$ cat src/rtl/tone_stepper_pkg.sv
// ---------------------------------------------------------------------------
// tone_stepper_pkg
// Shared definitions for the tone stepper:
//   - stepper_state_t : FSM encoding (IDLE, FETCH, LATCH, ARM)
//   - DEF_*           : default timing constants for a 49.152 MHz clock
//   - cnt_width()     : counter width helper, never returns 0
// ---------------------------------------------------------------------------
package tone_stepper_pkg;

   typedef enum logic [1:0] {
      ST_IDLE  = 2'd0,
      ST_FETCH = 2'd1,
      ST_LATCH = 2'd2,
      ST_ARM   = 2'd3
   } stepper_state_t;

   localparam int DEF_DEBOUNCE_CYCLES = 49152;     // 1 ms
   localparam int DEF_REPEAT_DELAY    = 24576000;  // 0.5 s
   localparam int DEF_REPEAT_PERIOD   = 2457600;   // 50 ms

   // Bits needed to hold the values 0..n-1 (minimum 1).
   function automatic int cnt_width(input int n);
      return (n > 1) ? $clog2(n) : 1;
   endfunction

endpackage

$ cat src/rtl/tone_stepper_button_debounce.sv
// ---------------------------------------------------------------------------
// button_debounce
// Two-flop synchroniser plus stability counter for an active-low push
// button. Reusable for any slow user input.
//   clk        : system clock
//   rst_n      : asynchronous active-low reset
//   button_n   : raw button, active-low, asynchronous to clk
//   pressed    : debounced level, 1 = held down
//   press_edge : 1-clk pulse when the debounced state becomes pressed
// ---------------------------------------------------------------------------
module button_debounce
   import tone_stepper_pkg::*;
#(
   parameter int DEBOUNCE_CYCLES = DEF_DEBOUNCE_CYCLES
) (
   input  logic clk,
   input  logic rst_n,
   input  logic button_n,
   output logic pressed,
   output logic press_edge
);

   localparam int CNT_W = cnt_width(DEBOUNCE_CYCLES);

   logic             sync1_reg;
   logic             sync2_reg;
   logic             db_n_reg;      // debounced level, active-low
   logic [CNT_W-1:0] cnt_reg;
   logic             press_edge_reg;

   always_ff @(posedge clk or negedge rst_n) begin
      if (!rst_n) begin
         // Synchroniser and debounced state start "released" so that a
         // reset never produces a phantom press.
         sync1_reg      <= 1'b1;
         sync2_reg      <= 1'b1;
         db_n_reg       <= 1'b1;
         cnt_reg        <= '0;
         press_edge_reg <= 1'b0;
      end else begin
         sync1_reg      <= button_n;
         sync2_reg      <= sync1_reg;
         press_edge_reg <= 1'b0;
         // The counter only runs while the input disagrees with the
         // debounced state; any bounce back restarts the qualification.
         if (sync2_reg == db_n_reg) begin
            cnt_reg <= '0;
         end else if (cnt_reg == CNT_W'(DEBOUNCE_CYCLES - 1)) begin
            db_n_reg       <= sync2_reg;
            cnt_reg        <= '0;
            press_edge_reg <= ~sync2_reg;
         end else begin
            cnt_reg <= cnt_reg + CNT_W'(1);
         end
      end
   end

   assign pressed    = ~db_n_reg;
   assign press_edge = press_edge_reg;

endmodule

$ cat src/rtl/tone_stepper.sv
// ---------------------------------------------------------------------------
// tone_stepper
// Steps a tone index with a debounced button (single press plus
// auto-repeat), fetches the phase increment from a synchronous tone ROM and
// commits it to the sine generator only on an LRCLK rising edge.
//   clk         : system clock
//   resetn      : asynchronous active-low reset
//   button_n    : raw user button, active-low, asynchronous
//   dir         : step direction, 1 = up, 0 = down
//   lrclk       : DAC LRCLK, asynchronous
//   tone_addr   : ROM read address (current index)
//   tone_data   : ROM read data, valid 1 clk after tone_addr
//   freq        : phase increment to the sine generator
//   freq_update : 1-clk pulse on the cycle freq changes
//   busy        : high from step issue until commit
// ---------------------------------------------------------------------------
module tone_stepper
   import tone_stepper_pkg::*;
#(
   parameter int PHASESIZE       = 30,
   parameter int NUM_TONES       = 140,
   parameter int ADDRSIZE        = 8,
   parameter int DEBOUNCE_CYCLES = DEF_DEBOUNCE_CYCLES,
   parameter int REPEAT_DELAY    = DEF_REPEAT_DELAY,
   parameter int REPEAT_PERIOD   = DEF_REPEAT_PERIOD
) (
   input  logic                 clk,
   input  logic                 resetn,
   input  logic                 button_n,
   input  logic                 dir,
   input  logic                 lrclk,
   output logic [ADDRSIZE-1:0]  tone_addr,
   input  logic [PHASESIZE-1:0] tone_data,
   output logic [PHASESIZE-1:0] freq,
   output logic                 freq_update,
   output logic                 busy
);

   localparam int HOLD_W = cnt_width(REPEAT_DELAY + 1);

   // Reset: asserts asynchronously, releases two clocks after resetn rises.
   logic rst_meta_reg;
   logic rst_n_reg;

   always_ff @(posedge clk or negedge resetn) begin
      if (!resetn) begin
         rst_meta_reg <= 1'b0;
         rst_n_reg    <= 1'b0;
      end else begin
         rst_meta_reg <= 1'b1;
         rst_n_reg    <= rst_meta_reg;
      end
   end

   logic pressed;
   logic press_edge;

   button_debounce #(
      .DEBOUNCE_CYCLES(DEBOUNCE_CYCLES)
   ) u_debounce (
      .clk       (clk),
      .rst_n     (rst_n_reg),
      .button_n  (button_n),
      .pressed   (pressed),
      .press_edge(press_edge)
   );

   // LRCLK synchroniser and rising-edge detect.
   logic lr_sync1_reg;
   logic lr_sync2_reg;
   logic lr_prev_reg;
   logic lrclk_rise;

   always_ff @(posedge clk or negedge rst_n_reg) begin
      if (!rst_n_reg) begin
         lr_sync1_reg <= 1'b0;
         lr_sync2_reg <= 1'b0;
         lr_prev_reg  <= 1'b0;
      end else begin
         lr_sync1_reg <= lrclk;
         lr_sync2_reg <= lr_sync1_reg;
         lr_prev_reg  <= lr_sync2_reg;
      end
   end

   assign lrclk_rise = lr_sync2_reg & ~lr_prev_reg;

   // Hold timer: the press edge is cycle 0; the first repeat fires at
   // REPEAT_DELAY, then the counter is rewound so it hits REPEAT_DELAY
   // again every REPEAT_PERIOD cycles.
   logic [HOLD_W-1:0] hold_cnt_reg;
   logic              repeat_req;
   logic              step_req;

   assign repeat_req = pressed && (hold_cnt_reg == HOLD_W'(REPEAT_DELAY));
   assign step_req   = press_edge | repeat_req;

   always_ff @(posedge clk or negedge rst_n_reg) begin
      if (!rst_n_reg) begin
         hold_cnt_reg <= '0;
      end else if (!pressed) begin
         hold_cnt_reg <= '0;
      end else if (repeat_req) begin
         hold_cnt_reg <= HOLD_W'(REPEAT_DELAY - REPEAT_PERIOD + 1);
      end else begin
         hold_cnt_reg <= hold_cnt_reg + HOLD_W'(1);
      end
   end

   // Wrapping index arithmetic; the index stays inside 0..NUM_TONES-1.
   logic [ADDRSIZE-1:0] index_reg;
   logic [ADDRSIZE-1:0] index_next;

   always_comb begin
      index_next = index_reg;
      if (dir) begin
         index_next = (index_reg == ADDRSIZE'(NUM_TONES - 1)) ? '0
                                                              : index_reg + ADDRSIZE'(1);
      end else begin
         index_next = (index_reg == '0) ? ADDRSIZE'(NUM_TONES - 1)
                                        : index_reg - ADDRSIZE'(1);
      end
   end

   // Step FSM. Requests outside IDLE are simply ignored (dropped).
   stepper_state_t       state_reg;
   logic [PHASESIZE-1:0] pending_reg;
   logic [PHASESIZE-1:0] freq_reg;
   logic                 freq_update_reg;
   logic                 busy_reg;

   always_ff @(posedge clk or negedge rst_n_reg) begin
      if (!rst_n_reg) begin
         state_reg       <= ST_IDLE;
         index_reg       <= '0;
         pending_reg     <= '0;
         freq_reg        <= '0;
         freq_update_reg <= 1'b0;
         busy_reg        <= 1'b0;
      end else begin
         freq_update_reg <= 1'b0;
         case (state_reg)
            ST_IDLE: begin
               if (step_req) begin
                  index_reg <= index_next;
                  busy_reg  <= 1'b1;
                  state_reg <= ST_FETCH;
               end
            end
            ST_FETCH: begin
               state_reg <= ST_LATCH;
            end
            ST_LATCH: begin
               // An LRCLK edge seen in this cycle is deliberately not used.
               pending_reg <= tone_data;
               state_reg   <= ST_ARM;
            end
            ST_ARM: begin
               if (lrclk_rise) begin
                  freq_reg        <= pending_reg;
                  freq_update_reg <= 1'b1;
                  busy_reg        <= 1'b0;
                  state_reg       <= ST_IDLE;
               end
            end
            default: begin
               state_reg <= ST_IDLE;
            end
         endcase
      end
   end

   assign tone_addr   = index_reg;
   assign freq        = freq_reg;
   assign freq_update = freq_update_reg;
   assign busy        = busy_reg;

endmodule

$ cat config.mk
export PLATFORM = sky130hd
export DESIGN_NAME = tone_stepper
export DESIGN_NICKNAME = d
export VERILOG_FILES = /design/src/rtl/tone_stepper_pkg.sv /design/src/rtl/tone_stepper_button_debounce.sv /design/src/rtl/tone_stepper.sv
export SDC_FILE = /design/constraint.sdc
export NUM_CORES = 1
export LEC_CHECK = 0
export CORE_ASPECT_RATIO = 1.1
export CORE_MARGIN = 4
export CORE_UTILIZATION = 33
export DETAILED_ROUTE_END_ITERATION = 10
export SLEW_MARGIN = 20
export SYNTH_ARGS = -nofsm -noshare
export SYNTH_HDL_FRONTEND = slang
export SYNTH_SLANG_ARGS = --single-unit
$ cat constraint.sdc
create_clock -name clk -period 9 [get_ports clk]
set_input_delay 1.8 -clock clk [delete_from_list [all_inputs] [get_ports clk]]
set_output_delay 1.8 -clock clk [all_outputs]
set_load 0.05 [all_outputs]
==> impl_table.tex, run 1 <==
\begin{tabular}{lr}
\hline
Metric & Value \\
\hline
\multicolumn{2}{l}{\textbf{Job}} \\
\quad Number of violations of the max-capacitance limit & 0 \\
\multicolumn{2}{l}{\textbf{Yosys}} \\
\quad Net count after synthesis & roughly 560 \\
\quad Warnings from Yosys & 0 \\
\quad Library cells used by synthesis & 49 \\
\quad Synthesized instance count & between 500 and 600 \\
\quad Mean Syn Cell Area & 10.4 um\^{}2 \\
\quad Number of synthesized flops with an enable pin & 0 \\
\quad Share of the yosys chip area belonging to registers & $\sim$57\% \\
\quad Main flop type after synthesis & sky130\_fd\_sc\_hd\_\_dfrtp\_1 \\
\quad Synthesized cell area & roughly 5400 um\^{}2 \\
\quad \#FFs+latches synth & between 100 and 150 \\
\quad Share of async-settable or async-resettable flops after synthesis & 100\% \\
\multicolumn{2}{l}{\textbf{Setup path}} \\
\quad Combined buffer and inverter count along the critical path & 1 \\
\quad Critical register-to-register path endpoint & tone\_addr[3]\$\_DFFE\_PN0P\_ \\
\quad Worst setup path start & tone\_addr[2]\$\_DFFE\_PN0P\_ \\
\quad Reg2reg start & hold\_cnt\_reg[3]\$\_DFF\_PN0\_ \\
\quad Data arrival time of the worst path & 1.85 ns \\
\quad Worst Reg-to-Reg Cells & 5 \\
\quad Worst path max stage delay & just under 0.9 ns \\
\quad Standard cell with the maximum stage delay on the critical path & sky130\_fd\_sc\_hd\_\_clkdlybuf4s50\_1 \\
\quad Setup crit start kind & register \\
\quad Crit path cell chain & clkdlybuf4s50\_1 \\
\quad Critical path peak fanout & 11 \\
\quad Setup slack of the most critical reg-to-reg path & 6.63 ns \\
\quad Type of the worst setup path & reg -> out \\
\quad CP endpoint kind & output pin \\
\quad Crit path required time & 7.20 ns \\
\quad CP top delay family & buffers and inverters \\
\multicolumn{2}{l}{\textbf{Clock tree}} \\
\quad CTS Buf Count & 17 \\
\quad Clock Latency Late Sink & between 0.4 and 0.5 ns \\
\quad Number of buffers between clock root and the deepest sink & 2 \\
\quad Clock root buffer & sky130\_fd\_sc\_hd\_\_clkbuf\_16 \\
\quad Postcts setup bufs & 0 \\
\quad TritonCTS sink count & roughly 120 \\
\quad TritonCTS clock tree & built \\
\quad Number of buffers added to fix hold violations after cts & 0 \\
\quad Post\_cts resized & 0 \\
\quad Register clock-pin slew on the reported worst setup and hold paths & around 0.05 ns \\
\quad H-tree levels & 4 \\
\multicolumn{2}{l}{\textbf{Routing}} \\
\quad Number of iterations in the first detailed-routing pass & 4 \\
\quad Avg WL per Cell & 14.2 um \\
\quad Detailed router's first-iteration violation count & around 160 \\
\quad Number of DRC violations after detailed routing & 0 \\
\quad Top routing layer in use & met4 \\
\quad Metal2 WL & approximately 5500 um \\
\quad Post-detailed-routing wire length & 11400 um \\
\quad Antenna viol nets, final & 0 \\
\quad Total via count after detailed routing & roughly 3800 \\
\quad M1 wire length & around 5300 um \\
\quad Ratio of routed vias to standard cells & $\sim$4.8 \\
\quad Total length of routed met3 wires & slightly above 400 um \\
\multicolumn{2}{l}{\textbf{Power}} \\
\quad Internal power & 1.03 mW \\
\quad NetSw & $\sim$250 uW \\
\quad Total design power & $\sim$1.3 mW \\
\quad Net switching fraction of the power & roughly 19\% \\
\quad Sequential power share & between 40\% and 50\% \\
\quad Pwr per Cell Area & 184 nW/um\^{}2 \\
\quad Power share of the combinational group & under 10\% \\
\quad Cell leakage power & between 3 and 4 nW \\
\quad Portion of total power attributed to the clock network & a little over half \\
\quad Peak ir drop on the vdd network & approximately 0.00013 V \\
\multicolumn{2}{l}{\textbf{Final layout}} \\
\quad Synth-to-layout area growth & 28.4\% \\
\quad Layout cell share with drive strength beyond 1 & between 10\% and 20\% \\
\quad Ant diodes & 0 \\
\quad Net total in the final layout & between 600 and 700 \\
\quad Design area & between 6000 and 7000 um\^{}2 \\
\multicolumn{2}{l}{\textbf{Timing}} \\
\quad Slew at the pin with the worst max-slew slack & 0.890 ns \\
\quad Worst slew margin & 40.7\% \\
\quad Worst-case setup margin in the final layout & 5.35 ns \\
\quad Fmax achieved & 0.274 GHz \\
\quad Worst clock skew & 0.00779 ns \\
\quad RSZ-0062 raised after global routing & no \\
\quad Number of hold violations in the final report & 0 \\
\quad Clock period minus final worst setup slack & $\sim$3.6 ns \\
\quad Final sum of negative setup slack & 0 ns \\
\quad Setup-failing EPs final & 0 \\
\quad Count of final max-slew check failures & 0 \\
\quad Period utilization & 40.5\% \\
\multicolumn{2}{l}{\textbf{Min path}} \\
\quad Hold-critical path depth & 0 \\
\quad Worst hold path class & reg -> reg \\
\quad Worst hold endpoint & rst\_n\_reg\$\_DFF\_PN0\_ \\
\quad Source of the worst hold timing path & rst\_meta\_reg\$\_DFF\_PN0\_ \\
\multicolumn{2}{l}{\textbf{Global route}} \\
\quad Number of antenna violations at the first check in global routing & 0 \\
\quad Largest net degree at the start of global routing & 71 \\
\quad GRT Overall Usage & between 10\% and 20\% \\
\quad Global route total overflow & 0 \\
\quad Vias in the first global route & between 3000 and 4000 \\
\quad Global-route wire length before repair & between 15000 and 20000 um \\
\multicolumn{2}{l}{\textbf{Floorplanning}} \\
\quad Die boundary height & about 140 um \\
\quad Initial standard-cell utilization of the core & between 30\% and 40\% \\
\quad \# rows & 48 \\
\quad Core outline area & between 15000 and 20000 um\^{}2 \\
\quad Die footprint & roughly 18000 um\^{}2 \\
\quad Die W & about 130 um \\
\quad \# IOs & 75 \\
\multicolumn{2}{l}{\textbf{Placed design}} \\
\quad Dpl cell area & between 6000 and 7000 um\^{}2 \\
\quad Routability congestion estimate & approximately 0.82 \\
\quad Detailed placement HPWL & 7590 um \\
\quad Port buffer count & 74 \\
\quad Worst slack at placement & approximately 5.5 ns \\
\multicolumn{2}{l}{\textbf{Outcome}} \\
\quad Run status & complete, no violations \\
\hline
\end{tabular}
[layout by cell type (no fill, tap or decap), drive strengths merged, types with 3 or more instances in the layout]
| cell type | instances |
|---|---|
| nand4 | 13 |
| mux2 | 33 |
| nor2 | 54 |
| o21ai | 4 |
| nand3 | 17 |
| dfrtp | 119 |
| buf | 3 |
| clkinv | 3 |
| ha | 10 |
| bufinv | 3 |
| a21oi | 10 |
| clkbuf | 22 |
| dfstp | 3 |
| nor3 | 7 |
| a22o | 3 |
| nand2 | 113 |
| inv | 17 |
| a31oi | 7 |
| and3 | 10 |
| nor4 | 9 |
| clkdlybuf4s50 | 74 |
| xnor2 | 26 |
| xor2 | 13 |
[cell type report]
type	instances	area, um^2
multi-input combinational	357	2180
timing repair buffer	77	763
inverter	17	63.8
clock buffer	22	484
fill	1516	8940
clock inverter	7	116
tap	200	250
sequential	122	3060
[cells in the mapped netlist, drive strengths merged, types with 13 or more instances]
cell type,count,area share (%)
clkbuf,13,0.91
xor2,13,2.1
nand4,13,1.6
nand2,113,7.9
dfrtp,119,55
nand3,17,1.6
mux2,33,6.9
nor2,54,3.8
xnor2,26,4.2
inv,17,1.2
[worst max-delay path by stage]
stage,endpoint,slack (ns),cells after the start
3_3_place_gp,tone_addr[6]$_DFFE_PN0P_,5.58,5
5_1_grt,tone_addr[2],5.30,1
4_1_cts,tone_addr[2],5.33,1
3_5_place_dp,tone_addr[6]$_DFFE_PN0P_,5.51,5
6_report,tone_addr[2],5.35,1
2_1_floorplan,busy$_DFFE_PN0P_,5.35,0
[layer usage]
metal / GRT usage (%) / vias to the layer above
met2: 21.3 / 54
met4: 4.92 / 0
met3: 4.24 / 14
met1: 16.5 / 1871
met5: 0 / -
li1: - / 1880
[per-stage QoR]
stage / hold slack (ns) / std cells / utilization [%]
finish: 0.347 / 802 / 43.6
global route: 0.356 / 802 / 43.6
CTS: 0.350 / 802 / 43.6
detailed placement: 0.337 / 773 / 39.8
global placement: 0.336 / 773 / 39.8
floorplan: 0.331 / 516 / -
[kinds of logic (layout without fill, tap and decap cells)]
logic type / Yosys count / count (layout) / synth area share (%)
and+or+nand+nor: 237 / 237 / 19.7
DFF: 122 / 122 / 56.7
xor gates and xnor gates: 39 / 39 / 6.34
buffers and inverters: 37 / 123 / 2.83
AOI/OAI and AO/OA: 35 / 35 / 4.74
muxes: 35 / 35 / 7.27
adders and majority gates: 10 / 10 / 2.32
other: 1 / 1 / 0.0696
[power by group through the flow]
stage               clock, mW  combinational [mW]  sequential, mW
finish                  0.689              0.0286           0.559
detailed placement          0              0.0293           0.568
global route            0.729              0.0320           0.559
global placement            0              0.0288           0.568
floorplan                   0             0.00645           0.571
CTS                     0.706              0.0294           0.559
Note: power is estimated with default switching activity, not from simulation.
==> run 2, diff against run 1 <==
Clock period 9 ns to 3.3 ns, I/O delays scaled along.
==> run 2 against run 1 <==
Effect of this change:
- die area unchanged
- via count about the same
- critical path depth unchanged
- combinational power increased to 2.8 times the previous value
- core utilization is 0.079 points lower
- clock skew is 0.0021 ns lower
- design area shrank 0.18%
- worst setup slack worse by 4.5 ns
- non-clock buffer count stayed put
- final cell count is 0.37% higher
- sequential cell count unchanged
- highest routed layer unchanged
==> impl_table.tex, run 2 (synthesis results as in run 1) <==
\begin{tabular}{lr}
\hline
Metric & Value \\
\hline
\multicolumn{2}{l}{\textbf{Setup path}} \\
\quad Critical register-to-register path endpoint & hold\_cnt\_reg[9]\$\_DFF\_PN0\_ \\
\quad Crit path required time & 2.64 ns (-4.56 ns) \\
\quad Setup slack of the most critical reg-to-reg path & 0.99 ns (-5.64 ns) \\
\quad Type of the worst setup path & reg -> out \\
\quad CP endpoint kind & output pin \\
\quad CP top delay family & buffers and inverters \\
\quad Worst path max stage delay & 0.88 ns (about the same) \\
\quad Worst Reg-to-Reg Cells & 5 (unchanged) \\
\quad Standard cell with the maximum stage delay on the critical path & sky130\_fd\_sc\_hd\_\_clkdlybuf4s50\_1 \\
\quad Reg2reg start & hold\_cnt\_reg[13]\$\_DFF\_PN0\_ \\
\quad Combined buffer and inverter count along the critical path & 1 (unchanged) \\
\quad Data arrival time of the worst path & 1.83 ns (-0.02 ns) \\
\quad Setup crit start kind & register \\
\quad Critical path peak fanout & 11 (unchanged) \\
\quad Crit path cell chain & clkdlybuf4s50\_1 \\
\multicolumn{2}{l}{\textbf{Power}} \\
\quad Sequential power share & 44.9\% (+1.1 points) \\
\quad Cell leakage power & 3.11 nW (-0.32\%) \\
\quad Pwr per Cell Area & 491 nW/um\^{}2 (+170\%) \\
\quad Peak ir drop on the vdd network & 0.000335 V (+170\%) \\
\quad Internal power & 2.66 mW (+160\%) \\
\quad NetSw & 724 uW (+190\%) \\
\quad Portion of total power attributed to the clock network & 52.7\% (-1.3 points) \\
\quad Net switching fraction of the power & 21.4\% (+1.9 points) \\
\quad Power share of the combinational group & 2.4\% (+0.2 points) \\
\multicolumn{2}{l}{\textbf{Global route}} \\
\quad Largest net degree at the start of global routing & 75 (+5.6\%) \\
\quad Global-route wire length before repair & 18900 um (-1.4\%) \\
\quad Vias in the first global route & 3962 (+0.74\%) \\
\quad Global route total overflow & 0 (unchanged) \\
\quad Number of antenna violations at the first check in global routing & 0 (unchanged) \\
\quad GRT Overall Usage & 12.9\% (-0.32 points) \\
\multicolumn{2}{l}{\textbf{Final layout}} \\
\quad Layout cell share with drive strength beyond 1 & 13.1\% (+0.27 points) \\
\quad Fill cell instance count of the final layout & 1534 (+1.2\%) \\
\quad FF+latch area & 3060 um\^{}2 (unchanged) \\
\quad Ant diodes & 0 (unchanged) \\
\quad Most frequent standard cell in the layout excluding fill and tap cells & sky130\_fd\_sc\_hd\_\_dfrtp\_1 \\
\quad Multi-input gate area in the final layout & 2180 um\^{}2 (unchanged) \\
\quad Commonest non-fill, non-tap cells in the layout & sky130\_fd\_sc\_hd\_\_dfrtp\_1 (118), sky130\_fd\_sc\_hd\_\_nand2\_1 (113), sky130\_fd\_sc\_hd\_\_clkdlybuf4s50\_1 (74) \\
\quad Net total in the final layout & 637 (unchanged) \\
\quad Synth-to-layout area growth & 28.1\% \\
\quad Design area & 6910 um\^{}2 (-0.18\%) \\
\multicolumn{2}{l}{\textbf{Routing}} \\
\quad Avg WL per Cell & 13.7 um (-3.7\%) \\
\quad Post-detailed-routing wire length & 11000 um (-3.4\%) \\
\quad Top routing layer in use & met4 \\
\quad Number of iterations in the first detailed-routing pass & 4 (unchanged) \\
\quad Total via count after detailed routing & 3816 (-0.079\%) \\
\quad Metal2 WL & 5480 um (-0.51\%) \\
\quad M1 wire length & 4890 um (-8.0\%) \\
\quad Detailed router's first-iteration violation count & 204 (+26\%) \\
\quad Ratio of routed vias to standard cells & 4.74 (-0.45\%) \\
\quad Antenna viol nets, final & 0 (unchanged) \\
\quad Number of DRC violations after detailed routing & 0 (unchanged) \\
\quad Total length of routed met3 wires & 495 um (+22\%) \\
\multicolumn{2}{l}{\textbf{Clock tree}} \\
\quad Post\_cts resized & 0 (unchanged) \\
\quad Clock root buffer & sky130\_fd\_sc\_hd\_\_clkbuf\_16 \\
\quad TritonCTS clock tree & built \\
\quad H-tree levels & 4 (unchanged) \\
\quad Postcts setup bufs & 0 (unchanged) \\
\quad TritonCTS sink count & 122 (unchanged) \\
\quad Clock Latency Late Sink & 0.41 ns (about the same) \\
\quad Register clock-pin slew on the reported worst setup and hold paths & 0.06 ns (about the same) \\
\quad CTS Buf Count & 17 (unchanged) \\
\quad Number of buffers between clock root and the deepest sink & 2 (unchanged) \\
\quad Number of buffers added to fix hold violations after cts & 0 (unchanged) \\
\multicolumn{2}{l}{\textbf{Floorplanning}} \\
\quad Die footprint & 18400 um\^{}2 (unchanged) \\
\quad Initial standard-cell utilization of the core & 34.0\% (unchanged) \\
\quad Die W & 130 um (unchanged) \\
\quad \# IOs & 75 (unchanged) \\
\quad Die boundary height & 142 um (unchanged) \\
\quad \# rows & 48 (unchanged) \\
\quad Core outline area & 15900 um\^{}2 (unchanged) \\
\multicolumn{2}{l}{\textbf{Timing}} \\
\quad Number of hold violations in the final report & 0 (unchanged) \\
\quad Count of final max-slew check failures & 0 (unchanged) \\
\quad Fmax achieved & 0.402 GHz \\
\quad RSZ-0062 raised after global routing & no \\
\quad Clock period minus final worst setup slack & roughly 2.5 ns \\
\quad Final sum of negative setup slack & 0 ns (unchanged) \\
\quad Worst clock skew & 0.00574 ns (-0.00206 ns) \\
\quad Period utilization & 75.3\% \\
\quad Setup-failing EPs final & 0 (unchanged) \\
\quad Slew at the pin with the worst max-slew slack & 1.01 ns (+0.116 ns) \\
\quad Worst slew margin & 32.9\% (-7.8 points) \\
\multicolumn{2}{l}{\textbf{Placed design}} \\
\quad Detailed placement HPWL & 7520 um (-0.93\%) \\
\quad Dpl cell area & 6330 um\^{}2 (+0.20\%) \\
\quad Port buffer count & 74 (unchanged) \\
\quad Routability congestion estimate & 0.829 (+1.5\%) \\
\multicolumn{2}{l}{\textbf{Job}} \\
\quad Number of violations of the max-capacitance limit & 0 (unchanged) \\
\multicolumn{2}{l}{\textbf{Min path}} \\
\quad Worst hold path class & reg -> async \\
\multicolumn{2}{l}{\textbf{Outcome}} \\
\quad Run status & complete, no violations \\
\hline
\end{tabular}
run 2: changes by cell type in the layout (fill, tap and decap cells not counted):
cell / delta
sky130_fd_sc_hd__buf_12: +1
sky130_fd_sc_hd__inv_2: -1
sky130_fd_sc_hd__clkinvlp_4: +2
sky130_fd_sc_hd__bufinv_16: -1
sky130_fd_sc_hd__clkbuf_8: -4
sky130_fd_sc_hd__clkinv_2: +2
sky130_fd_sc_hd__buf_4: -1
sky130_fd_sc_hd__inv_6: +3
sky130_fd_sc_hd__clkinv_4: +1
sky130_fd_sc_hd__inv_1: +1
run 2: metrics by stage:
step                      power [mW]  util (%)  hold slack, ns  setup slack (ns)  instances
final                           3.39      43.6           0.341             0.814        805
after global routing            3.52      43.6           0.363             0.710        805
after CTS                       3.44      43.6           0.357             0.774        805
after detailed placement        1.63      39.9           0.341             0.947        773
after global placement          1.63      39.9           0.336              1.02        773
after floorplan                 1.57         -           0.331              1.19        516
run 2: how the worst max path moves through the flow:
stage	start	to	slack, ns	depth (start not counted)
floorplan	tone_addr[4]$_DFFE_PN0P_	tone_addr[6]$_DFFE_PN0P_	1.19	6
global placement	dir	tone_addr[6]$_DFFE_PN0P_	1.02	5
detailed placement	dir	tone_addr[6]$_DFFE_PN0P_	0.95	5
CTS	tone_addr[2]$_DFFE_PN0P_	tone_addr[2]	0.77	1
global route	tone_addr[2]$_DFFE_PN0P_	tone_addr[2]	0.71	1
finish	tone_addr[2]$_DFFE_PN0P_	tone_addr[2]	0.81	1
run 2: layout make-up:
cell class                 instances  area share [%]
clock inverter                    14            2.12
tap                              200            3.62
clock buffer                      18            6.21
inverter                          17           0.924
timing repair buffer              77            11.2
sequential                       122            44.3
multi-input combinational        357            31.6
run 2: power groups by stage:
stage | registers [mW] | logic, mW | clock network (mW)
floorplan | 1.56 | 0.0176 | 0
global placement | 1.55 | 0.0820 | 0
detailed placement | 1.55 | 0.0833 | 0
CTS | 1.52 | 0.0840 | 1.83
global route | 1.52 | 0.0900 | 1.91
finish | 1.52 | 0.0811 | 1.79
run 2: metal layers:
metal / global-route usage, % / up-vias
li1: - / 1881
met2: 21.3 / 65
met1: 15.6 / 1856
met5: 0 / -
met3: 4.39 / 14
met4: 4.70 / 0
